--- config.mk ---
export PLATFORM = sky130hd
export DESIGN_NAME = seg7_scan_ctrl
export DESIGN_NICKNAME = d
export VERILOG_FILES = /design/src/rtl/seg7_pkg.sv /design/src/rtl/seg7_hex_decode.sv /design/src/rtl/seg7_scan_ctrl.sv
export SDC_FILE = /design/constraint.sdc
export NUM_CORES = 1
export LEC_CHECK = 0
export BUFFER_PORTS_ARGS = -buffer_cell sky130_fd_sc_hd__buf_2
export CORE_ASPECT_RATIO = 0.5
export CORE_MARGIN = 4
export CORE_UTILIZATION = 40
export CTS_BUF_LIST = sky130_fd_sc_hd__clkbuf_4
export DETAILED_ROUTE_END_ITERATION = 10
export GPL_TIMING_DRIVEN = 0
export PLACE_DENSITY = 0.77
export SLEW_MARGIN = 25
export SYNTH_ARGS = -nofsm -noshare
export SYNTH_HDL_FRONTEND = slang
export SYNTH_SLANG_ARGS = --single-unit
--- constraint.sdc ---
create_clock -name clk -period 5.1 [get_ports clk]
set_input_delay 0 -clock clk [delete_from_list [all_inputs] [get_ports clk]]
set_output_delay 0 -clock clk [all_outputs]
set_load 0.05 [all_outputs]
--- src/rtl/seg7_pkg.sv ---
// Shared constants for the seven-segment scan path: blank code, segment bit
// positions and the active-low hex glyph table.
package seg7_pkg;

  localparam logic [7:0] SEG_BLANK = 8'hFF;

  localparam int SEG_A  = 0;
  localparam int SEG_B  = 1;
  localparam int SEG_C  = 2;
  localparam int SEG_D  = 3;
  localparam int SEG_E  = 4;
  localparam int SEG_F  = 5;
  localparam int SEG_G  = 6;
  localparam int SEG_DP = 7;

  // Entry n is the {g,f,e,d,c,b,a} pattern for nibble n, active-low.
  localparam logic [15:0][6:0] HEX_SEG = {
    7'h0E, 7'h06, 7'h21, 7'h46, 7'h03, 7'h08, 7'h10, 7'h00,
    7'h78, 7'h02, 7'h12, 7'h19, 7'h30, 7'h24, 7'h79, 7'h40
  };

endpackage

--- src/rtl/seg7_hex_decode.sv ---
// Nibble to active-low {g..a} segment pattern; the decimal point is handled
// by the caller.
module seg7_hex_decode
  import seg7_pkg::*;
(
  input  logic [3:0] i_nib,
  output logic [6:0] o_seg
);

  assign o_seg = HEX_SEG[i_nib];

endmodule

--- src/rtl/seg7_scan_ctrl.sv ---
// Multiplexed seven-segment scan controller with frame-synchronous page select.
// Optional leading-zero blanking is enabled by defining SEG7_LZB_EN.
module seg7_scan_ctrl
  import seg7_pkg::*;
#(
  parameter int DIGITS       = 4,
  parameter int SW_W         = 2,
  parameter int CLK_DIV      = 100000,
  parameter int BLANK_CYCLES = 2
) (
  input  logic                             clk,
  input  logic                             Reset,
  input  logic [SW_W-1:0]                  sw,
  input  logic [(2**SW_W)*DIGITS*4-1:0]    page_data,
  input  logic [DIGITS-1:0]                dp_mask,
  output logic [DIGITS-1:0]                AN,
  output logic [7:0]                       dispcode,
  output logic                             frame_tick
);

  localparam int PW = (CLK_DIV > 1) ? $clog2(CLK_DIV) : 1;
  localparam int IW = (DIGITS > 1) ? $clog2(DIGITS) : 1;
  localparam logic [PW-1:0] PRESC_MAX = PW'(CLK_DIV - 1);
  localparam logic [IW-1:0] IDX_MAX   = IW'(DIGITS - 1);
  localparam logic [PW-1:0] BLANK_END = PW'(BLANK_CYCLES);

  logic [PW-1:0]     r_presc;
  logic [IW-1:0]     r_idx;
  logic [SW_W-1:0]   r_sw_meta;
  logic [SW_W-1:0]   r_sw_sync;
  logic [SW_W-1:0]   r_page;

  logic              w_slot_end;
  logic              w_wrap;
  logic              w_blank_phase;
  logic              w_lz_blank;
  logic [3:0]        w_nib;
  logic [6:0]        w_seg;
  logic [DIGITS-1:0] w_an;
  logic [7:0]        w_dispcode;

  assign w_slot_end    = (r_presc == PRESC_MAX);
  assign w_wrap        = w_slot_end && (r_idx == IDX_MAX);
  assign w_blank_phase = (r_presc < BLANK_END);
  assign w_nib         = page_data[(int'(r_page) * DIGITS + int'(r_idx)) * 4 +: 4];

  seg7_hex_decode u_hex_decode (
    .i_nib (w_nib),
    .o_seg (w_seg)
  );

`ifdef SEG7_LZB_EN
  // Blank when this digit and every higher one on the page is zero.
  always_comb begin
    w_lz_blank = (r_idx != '0) && !dp_mask[r_idx];
    for (int d = 0; d < DIGITS; d++) begin
      if ((d >= int'(r_idx)) &&
          (page_data[(int'(r_page) * DIGITS + d) * 4 +: 4] != 4'h0))
        w_lz_blank = 1'b0;
    end
  end
`else
  assign w_lz_blank = 1'b0;
`endif

  always_comb begin
    w_an       = '1;
    w_dispcode = SEG_BLANK;
    if (!w_blank_phase && !w_lz_blank) begin
      w_an[r_idx] = 1'b0;
      w_dispcode  = {~dp_mask[r_idx], w_seg};
    end
  end

  always_ff @(posedge clk or negedge Reset) begin
    if (!Reset) begin
      r_presc    <= '0;
      r_idx      <= '0;
      r_sw_meta  <= '0;
      r_sw_sync  <= '0;
      r_page     <= '0;
      AN         <= '1;
      dispcode   <= SEG_BLANK;
      frame_tick <= 1'b0;
    end else begin
      r_sw_meta <= sw;
      r_sw_sync <= r_sw_meta;
      r_presc   <= w_slot_end ? '0 : r_presc + 1'b1;
      if (w_slot_end)
        r_idx <= (r_idx == IDX_MAX) ? '0 : r_idx + 1'b1;
      // Page only switches at the frame boundary so a frame never mixes pages.
      if (w_wrap)
        r_page <= r_sw_sync;
      AN         <= w_an;
      dispcode   <= w_dispcode;
      frame_tick <= w_wrap;
    end
  end

endmodule

After elaboration in Yosys (flattened, before gate mapping):

Memory sizes are Yosys's and may differ from the RTL's.
Index checks and enable logic that the tools add are counted.

* $add $sub $neg: 3
* $lt $le $gt $ge: 4
* equal/unequal tests: 2
* shifts and indexed selects: 1
* muxes and demuxes: 9
* bitwise logic cells: 2
* reduce and logical (&&, ||, !) cells: 2

Operators by type and width (count)
* variable part select 64 x 8 -> 4 bit: 1
* adder 17 x 1 -> 17 bit, second input constant: 1
* == test 17 bit, second input constant: 1
* < comparator 17 x 2 -> 1 bit, second input constant: 1
* 2-to-1 mux 17 bit: 1
* 2-to-1 mux 8 bit: 1
* 2-to-1 mux 7 bit: 1
* adder 4 x 2 -> 5 bit: 1
* < comparator 4 x 5 -> 1 bit, second input constant: 1
* 2-to-1 mux 4 bit: 1
* inverter 4 bit: 1
* < comparator 2 x 3 -> 1 bit, second input constant: 1
* adder 2 x 1 -> 2 bit, second input constant: 1
* binary-select mux 1 bit (select 2 bit): 1
* demux 1 bit (select 2 bit): 1
* == test 2 bit, second input constant: 1
* >= comparator 2 x 1 -> 1 bit, second input constant: 1
* logical AND 1 bit: 2
* 2-to-1 mux 1 bit: 2
* 2-to-1 mux 2 bit: 1
* inverter 1 bit: 1

* flip-flop bits (word level): 38
* ROM bits: 112
* bits of input ports: 72
* output and inout bits: 13
* memories kept: 1

Memory list
* (name not given): words 16, bits a word 7, rd ports 1, clocked after Yosys merged registers in 0, wr ports 0, RTL line seg7_hex_decode.sv:10 `assign o_seg = HEX_SEG[i_nib];`

Depth between registers and ports, before layout:

* word-level depth: 6
* gate-level depth with buffers: 10
* depth with buffers taken out: 8

By module:

Synthesis repeated with hierarchy kept, for this count alone.

* cell total of the unflattened synthesis: 206
* area, all modules: 2323.5 µm²

By module, submodules not included
* seg7_scan_ctrl: instances 1, cells an instance 171, area an instance 2075.7 µm², seq. area each 965.9 µm²
* seg7_hex_decode: instances 1, cells an instance 35, area an instance 247.7 µm², seq. area each 0.0 µm²

Least setup slack after synthesis:

OpenSTA, ideal clock, no wires.

* path kind: reg2reg
* start: register r_idx[0]
* end: register dispcode[5]
* arrival: 2.184 ns
* data required time: 5.002 ns
* path slack: 2.819 ns
* stages on the path, launching flop included: 10
* buffers on the path: 2
* path through: dfrtp_1 buf_6 buf_6 mux4_2 a22oi_1 and3_1 inv_1 ha_1 a211oi_1 o21ai_0

* word-level cells in the longest chain between the ends: 5

RTL lines
* start, declared: RTL line seg7_scan_ctrl.sv:28 `logic [IW-1:0] r_idx;`
* start signal, assigned: RTL line seg7_scan_ctrl.sv:90 `r_idx <= (r_idx == IDX_MAX) ? '0 : r_idx + 1'b1;`
* adder 4 x 2 -> 5 bit: RTL line seg7_scan_ctrl.sv:45 `assign w_nib = page_data[(int'(r_page) * DIGITS + int'(r_idx)) * 4 +: 4];`
* variable part select 64 x 8 -> 4 bit: RTL line seg7_scan_ctrl.sv:45
* memory read (16 x 7 bit)
* 2-to-1 mux 7 bit (implied by the code): RTL line seg7_hex_decode.sv:10
* 2-to-1 mux 8 bit: RTL line seg7_scan_ctrl.sv:69 `if (!w_blank_phase && !w_lz_blank) begin`
* net w_dispcode[5]: RTL line seg7_scan_ctrl.sv:40 `logic [7:0] w_dispcode;`
* end signal, assigned: RTL line seg7_scan_ctrl.sv:95 `dispcode <= w_dispcode;`
* end, declared: RTL line seg7_scan_ctrl.sv:17 `output logic [7:0] dispcode,`

The timed path passes the listed nets, and every way through them passes these cells. The select of a mux whose other input is x is not followed.
A chain may end at the register's enable or synchronous reset.

Worst setup path in the final report:

* start: register r_idx[0]
* end: register dispcode[3]

Same word-level chain as after synthesis.

==> reports/results.tsv <==
metric	value	unit
status	completed	
unrepaired setup endpoints after global routing	no	
Tcrit/Tclk final	53.28	%
largest stage delay on the critical path	510	ps
PD cells	224.9	mW/mm^2
maximum VDD drop	0.1134	mV
Post-Syn Instances	199	
DRT Pass-1 Iters	4	
initial drt markers	95	
r2r worst-path depth	10	
port buffer count	84	
post-synth cell types	38	
Die H	61.88	um
Clock Skews	6.578	ps
# diodes	0	
GRT overflow	0	
antenna viol nets, final	0	
setup_tns	0	ps
largest net degree at the start of global routing	39	
Die ar.	0.007162	sq mm
Horiz. Die Dim	115.8	um
commonest non-fill, non-tap cells in the layout	buf_2, dfrtp_1, nand2_1, nor2_1, nand3_1	
Post-synth top flop	dfrtp_1	
GPL Wtd Cong	0.8296	
crit-path cells	buf_6 -> buf_6 -> mux4_2 -> a22oi_1 -> nand3_1 -> inv_1 -> ha_1 -> mux2i_1 -> nor3b_1 -> a31oi_1	
maxcap violations	0	
Critical Path AT	3010	ps
Hold Path Class	input pin to asynchronous set/reset pin	
clock slew at reported path FFs	120	ps
Leakage	1.396	nW
core area	0.005539	sq mm
Tot Pwr	0.6727	mW
post-CTS sizing	0	
Row Count	19	
share of cells above drive strength 1	42.23	%
Yosys warnings	0	
root buf cell	clkbuf_4	
Initial Util	41.92	%
Synth top area share	28.02	%
leading area contributor after synthesis	dfrtp_1	
clock buffer depth	2	
vias	1960	
Post-Syn Area per Cell	11.67	sq um
Num CTS Buffers	5	
Synth Cell Area	0.002322	sq mm
CP most frequent cell	buf_6	
slowest cell on the critical path	mux4_2	
worst slew pin tran	784.9	ps
first-pass GRT wire length	8.735	mm
routed len/inst	14.62	um
asr flop ratio synth	100.0	%
post-synthesis sequential area ratio	41.59	%
Total Wirelength	5.395	mm
# DRC	0	
HPWL Detailed	4.249	mm
Synth Register Bits	38	
ranking of synthesized cells by area	dfrtp_1, dfstp_2, mux4_1	
Post-synth EDFFs	0	
post-synth net total	282	
Via-to-Cell Ratio	5.312	
Tot GR Track Use	15.76	%
H-Tree Depth	2	
Slew Limit Fails	0	
crit path max fanout	10	
hold slack	251.1	ps
CP endpoint kind	flop	
Area Overhead vs Synth	28.77	%
most common cell after layout, fill and taps aside	buf_2	
Critical Path Start Type	flop	
final hold vios	0	
Skew-Pair Late Insertion Delay	360	ps
fmax	368.0	MHz
fin crit period	2717	ps
max_slew headroom	47.68	%
# setup viols final	0	
Worst Setup Path Type	flop to flop	
vias in the first global route	1936	
Nets	378	
Top Ports	85	
CTS sink cnt	38	
Critical Path RT	5390	ps
antenna violations before repair	0	
TritonCTS clock tree	yes	
[through the flow]
step / worst slack, ps / util [%] / cells / area (sq um)
4_1_cts: 2375 / 53.99 / 369 / 2990
3_5_place_dp: 2439 / 51.16 / 356 / 2834
5_1_grt: 2145 / 53.99 / 369 / 2990
3_3_place_gp: 2552 / 51.16 / 356 / 2834
6_report: 2383 / 53.99 / 369 / 2990
2_1_floorplan: 2819 / - / 199 / 2322
[where the power goes]
group	internal, mW	switching [mW]	leakage (nW)
Clock	0.153	0.111	0.0554
Combinational	0.0446	0.0501	0.875
Sequential	0.312	0.00162	0.465
Total	0.510	0.163	1.40
[registers in the layout (all words and copies together), names as in the netlist]
signal and cells:
AN 4, dispcode 8, frame_tick 1, r_idx 2, r_page 2, r_presc 17, r_sw_meta 2, r_sw_sync 2
[critical path: cells and delay by family, from the launching register on]
| family | cells | cell delay (ps) |
|---|---|---|
| AO/OA/AOI/OAI | 2 | 370 |
| adder cells (fa/ha/maj) | 1 | 290 |
| buffers and inverters | 3 | 580 |
| flip-flops | 1 | 440 |
| multiplexers | 2 | 680 |
| AND/OR/NAND/NOR | 2 | 300 |
[path summary, 6_finish.rpt]
kind	from	endpoint	slack (ps)
max in group asynchronous	Reset	r_sw_sync[1]	4350
setup / recovery	r_idx[0]	dispcode[3]	2380
setup reg to reg	r_idx[0]	dispcode[3]	2380
hold / removal	Reset	r_presc[2]	250
hold reg to reg	r_sw_meta[0]	r_sw_sync[0]	370
min in group clk	sw[0]	r_sw_meta[0]	270
[final cells by class]
class                      instances  area, sq um
buffer                            11        75.07
clock buffer                       5        37.54
clock inverter                     3        68.82
fill                             470         2549
inverter                           6        22.52
multi-input combinational        144         1259
sequential                        38        965.9
tap                               73        91.34
timing repair buffer              89        470.5
[what timing repair did]
action                                 4_1_cts  5_1_grt
setup endpoints to repair                    0        0
endpoints found under the hold margin       29        0
hold buffers                                 5        0
setup buffers                                0        0
[cells in the mapped netlist, types with 4 or more instances]
| master | instances |
|---|---|
| inv_1 | 6 |
| ha_1 | 11 |
| dfrtp_1 | 26 |
| xor2_1 | 7 |
| nor3_1 | 4 |
| dfstp_2 | 12 |
| o21ai_0 | 5 |
| mux4_1 | 8 |
| xnor2_1 | 7 |
| clkbuf_1 | 4 |
| nor2_1 | 15 |
| nand3_1 | 13 |
| buf_6 | 4 |
| nand2_1 | 24 |
| mux4_2 | 9 |
| mux2i_1 | 7 |
[layer usage]
layer  track usage, %  share of wire [%]
met1            18.79                 42
met2            28.21                 50
met5                0                  0
met4            6.446                2.2
met3            4.062                6.5
[logic make-up after synthesis]
group	after synthesis	synth area share, %
xor+xnor	14	5.280
flops	38	41.59
simple gates	75	15.90
fa+ha+maj	11	5.927
mux	26	21.77
compound gates	18	5.334
buf+inv	17	4.202
(Power assumes the default switching activity.)
